### config.mk
export PLATFORM = sky130hd
export DESIGN_NAME = mmio_uart_tx_flat
export DESIGN_NICKNAME = d
export VERILOG_FILES = /design/src/rtl/mmio_uart_tx_pkg.sv /design/src/rtl/mmio_uart_tx_if.sv /design/src/rtl/mmio_uart_tx_byte_fifo.sv /design/src/rtl/mmio_uart_tx.sv /design/src/flat_wrapper.sv
export SDC_FILE = /design/constraint.sdc
export NUM_CORES = 1
export LEC_CHECK = 0
export CORE_ASPECT_RATIO = 0.9
export CORE_MARGIN = 4
export CORE_UTILIZATION = 35
export DETAILED_ROUTE_END_ITERATION = 6
export PLACE_DENSITY_LB_ADDON = 0.2
export SLEW_MARGIN = 15
export SYNTH_ARGS = -nofsm -noshare
export SYNTH_HDL_FRONTEND = slang
export SYNTH_SLANG_ARGS = --single-unit
### constraint.sdc
create_clock -name clock -period 7.79 [get_ports clock]
set_input_delay 1.1685 -clock clock [delete_from_list [all_inputs] [get_ports clock]]
set_output_delay 1.1685 -clock clock [all_outputs]
set_load 0.05 [all_outputs]
### src/rtl/mmio_uart_tx_pkg.sv
// mmio_uart_tx_pkg: shared types and constants for the memory-mapped UART transmitter.
//   - mem_write_control_t : store request as presented by the data memory
//   - UART_*_OFFSET       : register offsets from the block base address (word spaced)
//   - UART_STATUS_*       : bit positions inside the STATUS word
//   - uart_tx_state_t     : serialiser FSM states
package mmio_uart_tx_pkg;

    localparam int unsigned XLEN = 32;

    typedef enum logic [1:0] {
        MEM_WIDTH_BYTE,
        MEM_WIDTH_HALF,
        MEM_WIDTH_WORD
    } mem_width_t;

    typedef struct packed {
        logic            enable;
        logic [XLEN-1:0] addr;
        logic [XLEN-1:0] value;
        mem_width_t      width;
    } mem_write_control_t;

    localparam logic [XLEN-1:0] UART_TXDATA_OFFSET  = 32'h0;
    localparam logic [XLEN-1:0] UART_STATUS_OFFSET  = 32'h4;
    localparam logic [XLEN-1:0] UART_DIVISOR_OFFSET = 32'h8;

    localparam int unsigned UART_STATUS_BUSY_BIT  = 0;
    localparam int unsigned UART_STATUS_FULL_BIT  = 1;
    localparam int unsigned UART_STATUS_EMPTY_BIT = 2;
    localparam int unsigned UART_STATUS_COUNT_LSB = 7;

    typedef enum logic [1:0] {
        UART_IDLE,
        UART_START,
        UART_DATA,
        UART_STOP
    } uart_tx_state_t;

    // A divisor of zero would give a zero-length bit; clamp it to one cycle.
    function automatic logic [15:0] uart_bit_period(input logic [15:0] divisor);
        return (divisor == 16'd0) ? 16'd1 : divisor;
    endfunction

endpackage

### src/rtl/mmio_uart_tx_if.sv
// mmio_uart_tx_if: MMIO write channel between the hart (master) and the UART (slave).
//   memory_mapped_io_control        : store request (enable/addr/value/width), master -> slave
//   memory_mapped_io_write_complete : request accepted, slave -> master
//   memory_mapped_io_r_data         : registered status word, slave -> master
interface mmio_uart_tx_if;
    import mmio_uart_tx_pkg::*;

    mem_write_control_t memory_mapped_io_control;
    logic               memory_mapped_io_write_complete;
    logic [XLEN-1:0]    memory_mapped_io_r_data;

    modport master (
        output memory_mapped_io_control,
        input  memory_mapped_io_write_complete,
        input  memory_mapped_io_r_data
    );

    modport slave (
        input  memory_mapped_io_control,
        output memory_mapped_io_write_complete,
        output memory_mapped_io_r_data
    );

endinterface

### src/rtl/mmio_uart_tx_byte_fifo.sv
// byte_fifo: synchronous byte FIFO, synchronous active-high reset.
//   clk_i, rst_i : clock and reset
//   push_i/data_i: write a byte; honoured when not full, or when full with a same-cycle pop
//   pop_i/data_o : data_o shows the head entry; pop_i removes it when non-empty
//   full_o, empty_o, count_o : occupancy (count is one bit wider than the pointers)
module byte_fifo #(
    parameter int unsigned Depth = 4,
    localparam int unsigned PtrW = $clog2(Depth),
    localparam int unsigned CntW = PtrW + 1
) (
    input  logic            clk_i,
    input  logic            rst_i,
    input  logic            push_i,
    input  logic [7:0]      data_i,
    input  logic            pop_i,
    output logic [7:0]      data_o,
    output logic            full_o,
    output logic            empty_o,
    output logic [CntW-1:0] count_o
);

    logic [7:0]      mem_q [Depth];
    logic [PtrW-1:0] wr_ptr_q, wr_ptr_d;
    logic [PtrW-1:0] rd_ptr_q, rd_ptr_d;
    logic [CntW-1:0] count_q, count_d;
    logic            do_push, do_pop;

    assign full_o  = (count_q == CntW'(Depth));
    assign empty_o = (count_q == '0);
    assign count_o = count_q;
    assign data_o  = mem_q[rd_ptr_q];

    // A pop frees its slot in the same cycle, so a push into a full FIFO is taken
    // whenever the head is leaving.
    assign do_pop  = pop_i && !empty_o;
    assign do_push = push_i && (!full_o || do_pop);

    always_comb begin
        wr_ptr_d = wr_ptr_q;
        rd_ptr_d = rd_ptr_q;
        // Depth is a power of 2, so pointer overflow is the modulo wrap.
        if (do_push) wr_ptr_d = wr_ptr_q + PtrW'(1);
        if (do_pop)  rd_ptr_d = rd_ptr_q + PtrW'(1);
        count_d = count_q + CntW'(do_push) - CntW'(do_pop);
    end

    always_ff @(posedge clk_i) begin
        if (rst_i) begin
            wr_ptr_q <= '0;
            rd_ptr_q <= '0;
            count_q  <= '0;
        end else begin
            wr_ptr_q <= wr_ptr_d;
            rd_ptr_q <= rd_ptr_d;
            count_q  <= count_d;
        end
    end

    // Storage needs no reset: entries are only read once written.
    always_ff @(posedge clk_i) begin
        if (do_push) mem_q[wr_ptr_q] <= data_i;
    end

endmodule

### src/rtl/mmio_uart_tx.sv
// mmio_uart_tx: memory-mapped 8N1 UART transmitter on the hart's MMIO write channel.
//   clock, reset : sole clock; synchronous active-high reset
//   mmio (slave) : store requests in; write_complete and status word out
//   uart_tx      : serial line, idles high
// Registers (offset from base_addr): 0x0 TXDATA (write pushes value[7:0]),
// 0x4 STATUS (read via r_data, writes ignored), 0x8 DIVISOR (value[15:0]).
// Completion is withheld while a TXDATA write meets a full FIFO, stalling the hart.
module mmio_uart_tx
    import mmio_uart_tx_pkg::*;
#(
    parameter logic [XLEN-1:0] base_addr     = 32'h0003_0000,
    parameter int unsigned     fifo_depth    = 4,
    parameter int unsigned     reset_divisor = 16
) (
    input  logic           clock,
    input  logic           reset,
    mmio_uart_tx_if.slave  mmio,
    output logic           uart_tx
);

    localparam int unsigned CntW = $clog2(fifo_depth) + 1;
    localparam logic [XLEN-1:0] StatusReset = XLEN'(1) << UART_STATUS_EMPTY_BIT;

    mem_write_control_t ctl;
    logic               sel_txdata, sel_status, sel_divisor;
    logic               accept;
    logic               accepted_q, accepted_d;
    logic [15:0]        divisor_q, divisor_d;

    logic               fifo_push, fifo_pop, fifo_full, fifo_empty;
    logic [7:0]         fifo_rdata;
    logic [CntW-1:0]    fifo_count;

    uart_tx_state_t     state_q, state_d;
    logic [15:0]        cnt_q, cnt_d;
    logic [2:0]         bit_idx_q, bit_idx_d;
    logic [7:0]         shift_q, shift_d;
    logic [15:0]        bit_period_q, bit_period_d;
    logic               bit_done;

    logic [XLEN-1:0]    r_data_q, r_data_d;

    assign ctl         = mmio.memory_mapped_io_control;
    assign sel_txdata  = (ctl.addr == base_addr + UART_TXDATA_OFFSET);
    assign sel_status  = (ctl.addr == base_addr + UART_STATUS_OFFSET);
    assign sel_divisor = (ctl.addr == base_addr + UART_DIVISOR_OFFSET);

    // STATUS writes are accepted with no effect, same as unmapped addresses; width is
    // irrelevant since every register takes a fixed slice of value.
    logic unused_ctl;
    assign unused_ctl = ^{ctl.width, ctl.value[31:16], sel_status};

    // ---------------------------------------------------------------------------------
    // Request handshake: one side effect per request, held until enable drops.
    // ---------------------------------------------------------------------------------
    always_comb begin
        accept    = 1'b0;
        fifo_push = 1'b0;
        divisor_d = divisor_q;
        if (ctl.enable && !accepted_q) begin
            if (sel_txdata) begin
                if (!fifo_full || fifo_pop) begin
                    accept    = 1'b1;
                    fifo_push = 1'b1;
                end
            end else begin
                accept = 1'b1;
                if (sel_divisor) divisor_d = ctl.value[15:0];
            end
        end
        accepted_d = ctl.enable && (accepted_q || accept);
    end

    assign mmio.memory_mapped_io_write_complete = ctl.enable && accepted_q;

    byte_fifo #(
        .Depth (fifo_depth)
    ) u_fifo (
        .clk_i   (clock),
        .rst_i   (reset),
        .push_i  (fifo_push),
        .data_i  (ctl.value[7:0]),
        .pop_i   (fifo_pop),
        .data_o  (fifo_rdata),
        .full_o  (fifo_full),
        .empty_o (fifo_empty),
        .count_o (fifo_count)
    );

    // ---------------------------------------------------------------------------------
    // Serialiser FSM. bit_period is captured at the pop so a DIVISOR write mid-frame
    // only takes effect on the following frame.
    // ---------------------------------------------------------------------------------
    assign bit_done = (cnt_q == 16'd0);

    always_comb begin
        state_d      = state_q;
        cnt_d        = cnt_q;
        bit_idx_d    = bit_idx_q;
        shift_d      = shift_q;
        bit_period_d = bit_period_q;
        fifo_pop     = 1'b0;
        case (state_q)
            UART_IDLE: begin
                if (!fifo_empty) begin
                    fifo_pop     = 1'b1;
                    shift_d      = fifo_rdata;
                    bit_period_d = uart_bit_period(divisor_q);
                    cnt_d        = bit_period_d - 16'd1;
                    state_d      = UART_START;
                end
            end
            UART_START: begin
                if (bit_done) begin
                    cnt_d     = bit_period_q - 16'd1;
                    bit_idx_d = 3'd0;
                    state_d   = UART_DATA;
                end else begin
                    cnt_d = cnt_q - 16'd1;
                end
            end
            UART_DATA: begin
                if (bit_done) begin
                    cnt_d     = bit_period_q - 16'd1;
                    bit_idx_d = bit_idx_q + 3'd1;
                    if (bit_idx_q == 3'd7) state_d = UART_STOP;
                end else begin
                    cnt_d = cnt_q - 16'd1;
                end
            end
            UART_STOP: begin
                if (bit_done) begin
                    state_d = UART_IDLE;
                end else begin
                    cnt_d = cnt_q - 16'd1;
                end
            end
            default: state_d = UART_IDLE;
        endcase
    end

    always_comb begin
        case (state_q)
            UART_START: uart_tx = 1'b0;
            UART_DATA:  uart_tx = shift_q[bit_idx_q];
            default:    uart_tx = 1'b1;
        endcase
    end

    // ---------------------------------------------------------------------------------
    // Status word, registered every cycle regardless of addr.
    // ---------------------------------------------------------------------------------
    always_comb begin
        r_data_d                                     = '0;
        r_data_d[UART_STATUS_BUSY_BIT]               = (state_q != UART_IDLE);
        r_data_d[UART_STATUS_FULL_BIT]               = fifo_full;
        r_data_d[UART_STATUS_EMPTY_BIT]              = fifo_empty;
        r_data_d[UART_STATUS_COUNT_LSB +: CntW]      = fifo_count;
    end

    assign mmio.memory_mapped_io_r_data = r_data_q;

    always_ff @(posedge clock) begin
        if (reset) begin
            state_q      <= UART_IDLE;
            cnt_q        <= '0;
            bit_idx_q    <= '0;
            shift_q      <= '0;
            bit_period_q <= 16'd1;
            divisor_q    <= 16'(reset_divisor);
            accepted_q   <= 1'b0;
            r_data_q     <= StatusReset;
        end else begin
            state_q      <= state_d;
            cnt_q        <= cnt_d;
            bit_idx_q    <= bit_idx_d;
            shift_q      <= shift_d;
            bit_period_q <= bit_period_d;
            divisor_q    <= divisor_d;
            accepted_q   <= accepted_d;
            r_data_q     <= r_data_d;
        end
    end

endmodule
### src/flat_wrapper.sv
// flat-port wrapper written by rule: the top's interface ports become plain ports
module mmio_uart_tx_flat import mmio_uart_tx_pkg::*;
#(
    parameter logic [XLEN-1:0] base_addr     = 32'h0003_0000,
    parameter int unsigned     fifo_depth    = 4,
    parameter int unsigned     reset_divisor = 16
)
  (clock, reset, uart_tx, mmio_memory_mapped_io_control, mmio_memory_mapped_io_write_complete, mmio_memory_mapped_io_r_data);
  mmio_uart_tx_if mmio_i ();
  input  logic clock;
  input  logic reset;
  output logic uart_tx;
  input wire logic [$bits(mmio_i.memory_mapped_io_control)-1:0] mmio_memory_mapped_io_control;
  output wire logic [$bits(mmio_i.memory_mapped_io_write_complete)-1:0] mmio_memory_mapped_io_write_complete;
  output wire logic [$bits(mmio_i.memory_mapped_io_r_data)-1:0] mmio_memory_mapped_io_r_data;
  assign mmio_i.memory_mapped_io_control = mmio_memory_mapped_io_control;
  assign mmio_memory_mapped_io_write_complete = mmio_i.memory_mapped_io_write_complete;
  assign mmio_memory_mapped_io_r_data = mmio_i.memory_mapped_io_r_data;
  mmio_uart_tx #(.base_addr(base_addr), .fifo_depth(fifo_depth), .reset_divisor(reset_divisor)) u_core (.clock(clock), .reset(reset), .mmio(mmio_i), .uart_tx(uart_tx));
endmodule
After elaboration in Yosys (flattened, before gate mapping)
Memory sizes are Yosys's and may differ from the RTL's. A register that Yosys moved wholly into a read port is not among the register bits.
Index checks and enable logic that the tools add are counted.
- add/sub/neg operators: 8
- magnitude comparators: 1
- equality and inequality tests: 13
- mux-type cells: 26
- bitwise logic cells: 2
- reductions and logical operators: 23
- operators with widths (operator ; count):
    == test 32 x 18 -> 1 bit (second input constant) ; 2
    2-to-1 mux 16 bit ; 4
    one-hot mux 16 bit (3 select lines) ; 1
    subtractor 16 x 1 -> 16 bit (second input constant) ; 3
    zero test 16 bit ; 2
    2-to-1 mux 1 bit ; 10
    2-to-1 mux 2 bit ; 5
    inequality test 2 x 1 -> 1 bit (second input constant) ; 4
    one-hot mux 2 bit (4 select lines) ; 1
    == test 3 bit (second input constant) ; 2
    2-to-1 mux 3 bit ; 2
    one-hot mux 3 bit (2 select lines) ; 1
    AND reduction 3 bit ; 2
    logical AND 1 bit ; 5
    AND reduction 5 bit ; 1
    adder 2 x 1 -> 2 bit (second input constant) ; 2
    == test 2 bit (second input constant) ; 2
    less-than comparator 3 x 4 -> 1 bit (second input constant) ; 1
    inequality test 2 bit (second input constant) ; 2
    AND reduction 2 bit ; 2
    nonzero test 2 bit ; 2
    adder 3 x 1 -> 3 bit ; 1
    adder 3 x 1 -> 3 bit (second input constant) ; 1
    binary-select mux 1 bit (select 3 bit) ; 1
    9 further kinds ; 14
- register bits: 93
- RAM bits: 32
- input port bits: 69
- output and inout port bits: 34
- logic and storage cells: 85
- memories: 1
- memories (name ; words ; width ; read ports ; clocked after Yosys merged registers in ; wr ports ; RTL line ; text):
    u_core.u_fifo.mem_q ; 4 ; 8 ; 1 ; 1 ; 1 ; mmio_uart_tx_byte_fifo.sv:22 ; logic [7:0] mem_q [Depth];

Depth between registers and ports, before layout
- word-level depth: 10
- depth in mapped cells: 12
- gate-level depth less buffers: 12

By module
A second synthesis with hierarchy kept.
- cells, all modules: 585
- area, all modules: 5666.7 um2
- modules (own cells, without submodules) (module ; instances ; cells an instance ; area each (um2) ; sequential area each (um2)):
    mmio_uart_tx ; 1 ; 496 ; 4017.6 ; 1361.3
    byte_fifo ; 1 ; 89 ; 1649.1 ; 1141.1

Worst setup path after synthesis
No wires, ideal clock.
- path kind: input port to flip-flop
- from: input port mmio_memory_mapped_io_control[52]
- to: register u_core.u_fifo.count_q[2] (netlist: u_core.u_fifo.count_o[2])
- library setup time: 0.128 ns
- arrival: 3.232 ns
- required time: 7.662 ns
- path slack: 4.430 ns
- stages: 11
- path buffers: 0
- cells stage by stage: nor4_1 > nand4_1 > nor3_1 > and2_1 > inv_1 > ha_1 > inv_1 > ha_1 > fa_1 > xnor2_1 > nor2_1
- longest elaborated chain between the ends: 6
- RTL lines (element ; RTL line ; text):
    start, declared ; flat_wrapper.sv:13 ; input wire logic [$bits(mmio_i.memory_mapped_io_control)-1:0] mmio_memory_mapped_io_control;
    == test 32 x 18 -> 1 bit ; mmio_uart_tx.sv:44 ; assign sel_txdata = (ctl.addr == base_addr + UART_TXDATA_OFFSET);
    2-to-1 mux 1 bit ; mmio_uart_tx.sv:61 ; if (sel_txdata) begin
    2-to-1 mux 1 bit ; mmio_uart_tx.sv:60 ; if (ctl.enable && !accepted_q) begin
    logical AND 1 bit ; mmio_uart_tx_byte_fifo.sv:36 ; assign do_push = push_i && (!full_o || do_pop);
    adder 3 x 1 -> 3 bit ; mmio_uart_tx_byte_fifo.sv:44 ; count_d = count_q + CntW'(do_push) - CntW'(do_pop);
    subtractor 3 x 1 -> 3 bit ; mmio_uart_tx_byte_fifo.sv:44 ;
    end signal, assigned ; mmio_uart_tx_byte_fifo.sv:55 ; count_q <= count_d;
    end, declared ; mmio_uart_tx_byte_fifo.sv:25 ; logic [CntW-1:0] count_q, count_d;
No other way between the ends.
A chain may end at the register's enable or synchronous reset.

Worst setup path after layout
Ends and elaborated chain as after synthesis.

==> metrics.txt <==
Pre-antenna DRT Iters 5; number of placed instances, taps included around 850; reg-to-reg slack, setup ~4.4 ns; critical path's slowest cell nor3_1; global route overflow 0; Fin. Hold Viols 0; register area ~0.0025 mm^2; setup tns final 0 ns; Core ar. 0.0162 mm^2; HPWL Detailed approximately 10 mm; antenna violations before repair 0; Final Non-Filler Cells 867; Initial Util 35.9%; CP endpoint u_core.u_fifo.count_o[2]$_SDFF_PP0_; CP endpoint kind register; pin count of the biggest net entering global routing slightly below 70; worst slew pin tran between 0.9 and 1 ns; register area share after synthesis a little over two fifths; Final ANT Viol Nets 0; I/O pin cnt 103; pre-CTS WS between 3 and 4 ns; Max Slew Vio Count 0; critical setup path kind input port to register; RR Startpoint u_core.state_q[0]$_SDFFE_PP0P_; die area 0.0188 mm^2; Worst-path clk slew roughly 0.070 ns; critical path, cell by cell clkdlybuf4s50_1 -> nor4_1 -> nand4_1 -> nor3_1 -> and2_1 -> inv_1 -> ha_1 -> inv_1 -> ha_1 -> fa_1 -> xnor2_1 -> nor2_1; CP Depth 12; Cell variety after synth just over 70; EDFF count, synth 32; routability cong. between 0.8 and 0.9; ys flop type dfxtp_1; WP data required roughly 8 ns; setup bufs post-CTS 0; drt via density roughly 5.4; I/O Buffers 58; #FFs+latches synth approximately 110; cell family with most CP delay simple AND/OR/NAND/NOR gates; Worst Path Buf+Inv 3; CP max stage delay around 0.52 ns; fillcell total 1570; Synth Instances between 600 and 700; DRT iter0 DRCs 501; Die W 144 um; status finished clean; RSZ-0062 raised after global routing no; Setup Viol. Count Final 0; Worst Reg2Reg Path Length in Cells 11; Final WS setup approximately 4 ns; final WL roughly 14 mm; Final #Nets 742; Mapped Area between 0.005 and 0.006 mm^2; area delta synth->final 15.9%; Clock Tree Buf Depth 2; relative slew slack a little under two fifths; pwr/cell area 333 mW/mm^2; hold_buf cts 0; share of cells above drive strength 1 7.42%; clock sink count around 110; Skew-Pair Late Insertion Delay approximately 0.35 ns; Wirelength per Cell approximately 17 um; gr usage total between 10% and 20%; RR Endpoint u_core.u_fifo.count_o[2]$_SDFF_PP0_; synthesized area per cell between 9 and 10 um^2; critical path data arrival time 4.06 ns; VDD IR max around 0.15 mV; CTS HTree Levels 3; post-route minimum period 3.84 ns; YS warnings 0; site row count 44; DRC 0; crit path launch type input port; Pwr Total between 2000 and 2500 uW; CTS tree done; Critical Path Start mmio_memory_mapped_io_control[52]; die height between 100 and 150 um; diodes inserted 0; final core utilization 41.6%; final worst path period share 49.4%; first-pass GRT wire length between 20 and 25 mm; Max-cap violations 0; PostCTS Resize Cnt 0; worst min path class register to register; vias in the first global route 4448; CP max FO 6; via count ~4600; Root Driver clkbuf_16; footprint of the multi-input gates about 0.0030 mm^2; Fin Clk Skew 0.00743 ns; Leakage about 0.0024 uW; fmax roughly 0.26 GHz; Async SR Flop Fraction 0%; cts bufs inserted 9
[flip-flops by register name (all words and copies together), names as in the netlist]
signal / flops
u_core.divisor_q: 16
u_core.bit_idx_q: 3
u_core.u_fifo.mem_q: 32
u_core.shift_q: 8
u_core.cnt_q: 16
u_core.u_fifo.wr_ptr_q: 2
u_core.u_fifo.count_o: 3
u_core.u_fifo.rd_ptr_q: 2
u_core.mmio.memory_mapped_io_r_data: 6
u_core.state_q: 2
u_core.bit_period_q: 16
u_core.accepted_q: 1
[area by class of cell]
type,instances,share of cell area (%)
inverter,20,1.11
multi-input combinational,455,44.8
tap,207,3.84
clock inverter,7,1.45
sequential,107,36.5
clock buffer,9,3.34
timing repair buffer,62,8.97
[how the worst min path moves through the flow]
| stage | startpoint | end | slack (ns) | cells past startpoint |
|---|---|---|---|---|
| 3_5_place_dp | u_core.shift_q[2]$_SDFFE_PP0P_ | u_core.shift_q[2]$_SDFFE_PP0P_ | 0.45 | 2 |
| 6_report | u_core.shift_q[0]$_SDFFE_PP0P_ | u_core.shift_q[0]$_SDFFE_PP0P_ | 0.45 | 2 |
| 5_1_grt | u_core.shift_q[4]$_SDFFE_PP0P_ | u_core.shift_q[4]$_SDFFE_PP0P_ | 0.49 | 2 |
| 3_3_place_gp | u_core.shift_q[2]$_SDFFE_PP0P_ | u_core.shift_q[2]$_SDFFE_PP0P_ | 0.44 | 2 |
| 4_1_cts | u_core.shift_q[2]$_SDFFE_PP0P_ | u_core.shift_q[2]$_SDFFE_PP0P_ | 0.46 | 2 |
| 2_1_floorplan | u_core.shift_q[2]$_SDFFE_PP0P_ | u_core.shift_q[2]$_SDFFE_PP0P_ | 0.43 | 2 |
[stage by stage]
step / hold slack [ns] / area, um^2
5_1_grt: 0.487 / 6750
6_report: 0.455 / 6750
4_1_cts: 0.459 / 6750
3_5_place_dp: 0.449 / 6430
3_3_place_gp: 0.444 / 6430
2_1_floorplan: 0.433 / 5920
[power breakdown]
part	total, uW	internal [uW]	switching (uW)
clock	485	258	226
sequential	726	640	86.0
combinational	1040	390	651
total	2250	1290	963
[cells in the final DEF (no fill, tap or decap), types with 7 or more instances in the layout]
cell             instances
nand2_1                 76
dfxtp_1                 75
clkdlybuf4s50_1         57
a21oi_1                 47
nor2_1                  42
edfxtp_1                32
conb_1                  26
mux2i_1                 25
inv_1                   19
xor2_1                  19
nor4_1                  17
ha_1                    17
nor3_1                  16
o21ai_0                 13
xnor2_1                 13
nand3_1                 11
mux4_2                  10
clkbuf_16                9
and3_1                   7
o31ai_1                  7
[cells in the mapped netlist (all sizes together), types with 4 or more instances]
master,number,area [um^2]
nor3,19,116
nand2,76,285
edfxtp,32,961
nand3,11,55.1
nor2,42,158
inv,19,71.3
nor3b,4,35.0
nor2b,6,37.5
or3,8,60.1
o211ai,5,37.5
clkbuf,20,75.1
a21oi,48,244
dfxtp,75,1500
mux4,10,225
and3,7,43.8
nand4,5,31.3
ha,17,213
o31a,4,35.0
nand3b,5,37.5
and2,5,31.3
buf,39,278
a31oi,6,37.5
o21ai,17,88.8
o31ai,7,52.6
xnor2,13,114
xor2,19,166
a22oi,4,30.0
nor4,20,144
mux2i,25,250
[kinds of logic (layout without fill, tap and decap cells)]
| family | Yosys count | in the layout | share of synthesized area (%) |
|---|---|---|---|
| flops | 107 | 107 | 42.3 |
| mux | 35 | 35 | 8.16 |
| compound gates | 118 | 118 | 12.9 |
| other cells | 1 | 26 | 0.0644 |
| simple gates | 226 | 226 | 20.5 |
| buf+inv | 79 | 98 | 7.35 |
| xor+xnor | 32 | 32 | 4.81 |
| fa+ha+maj | 18 | 18 | 4.00 |
[worst register-to-register path, stage by stage (launching register included)]
cell      delay [ns]
dfxtp_1         0.40
inv_1           0.10
ha_1            0.30
nand2b_1        0.11
buf_4           0.28
clkinv_1        0.73
ha_1            0.59
inv_1           0.04
ha_1            0.18
fa_1            0.38
xnor2_1         0.16
nor2_1          0.05
[metal layers]
metal | global-route usage [%] | wire length, um | up-vias
li1 | - | - | 2248
met1 | 21.7 | 6820 | 2228
met2 | 24.9 | 6530 | 152
met3 | 3.17 | 850 | 13
met4 | 3.38 | 131 | 0
met5 | 0 | 0 | -
(Power assumes the default switching activity.)
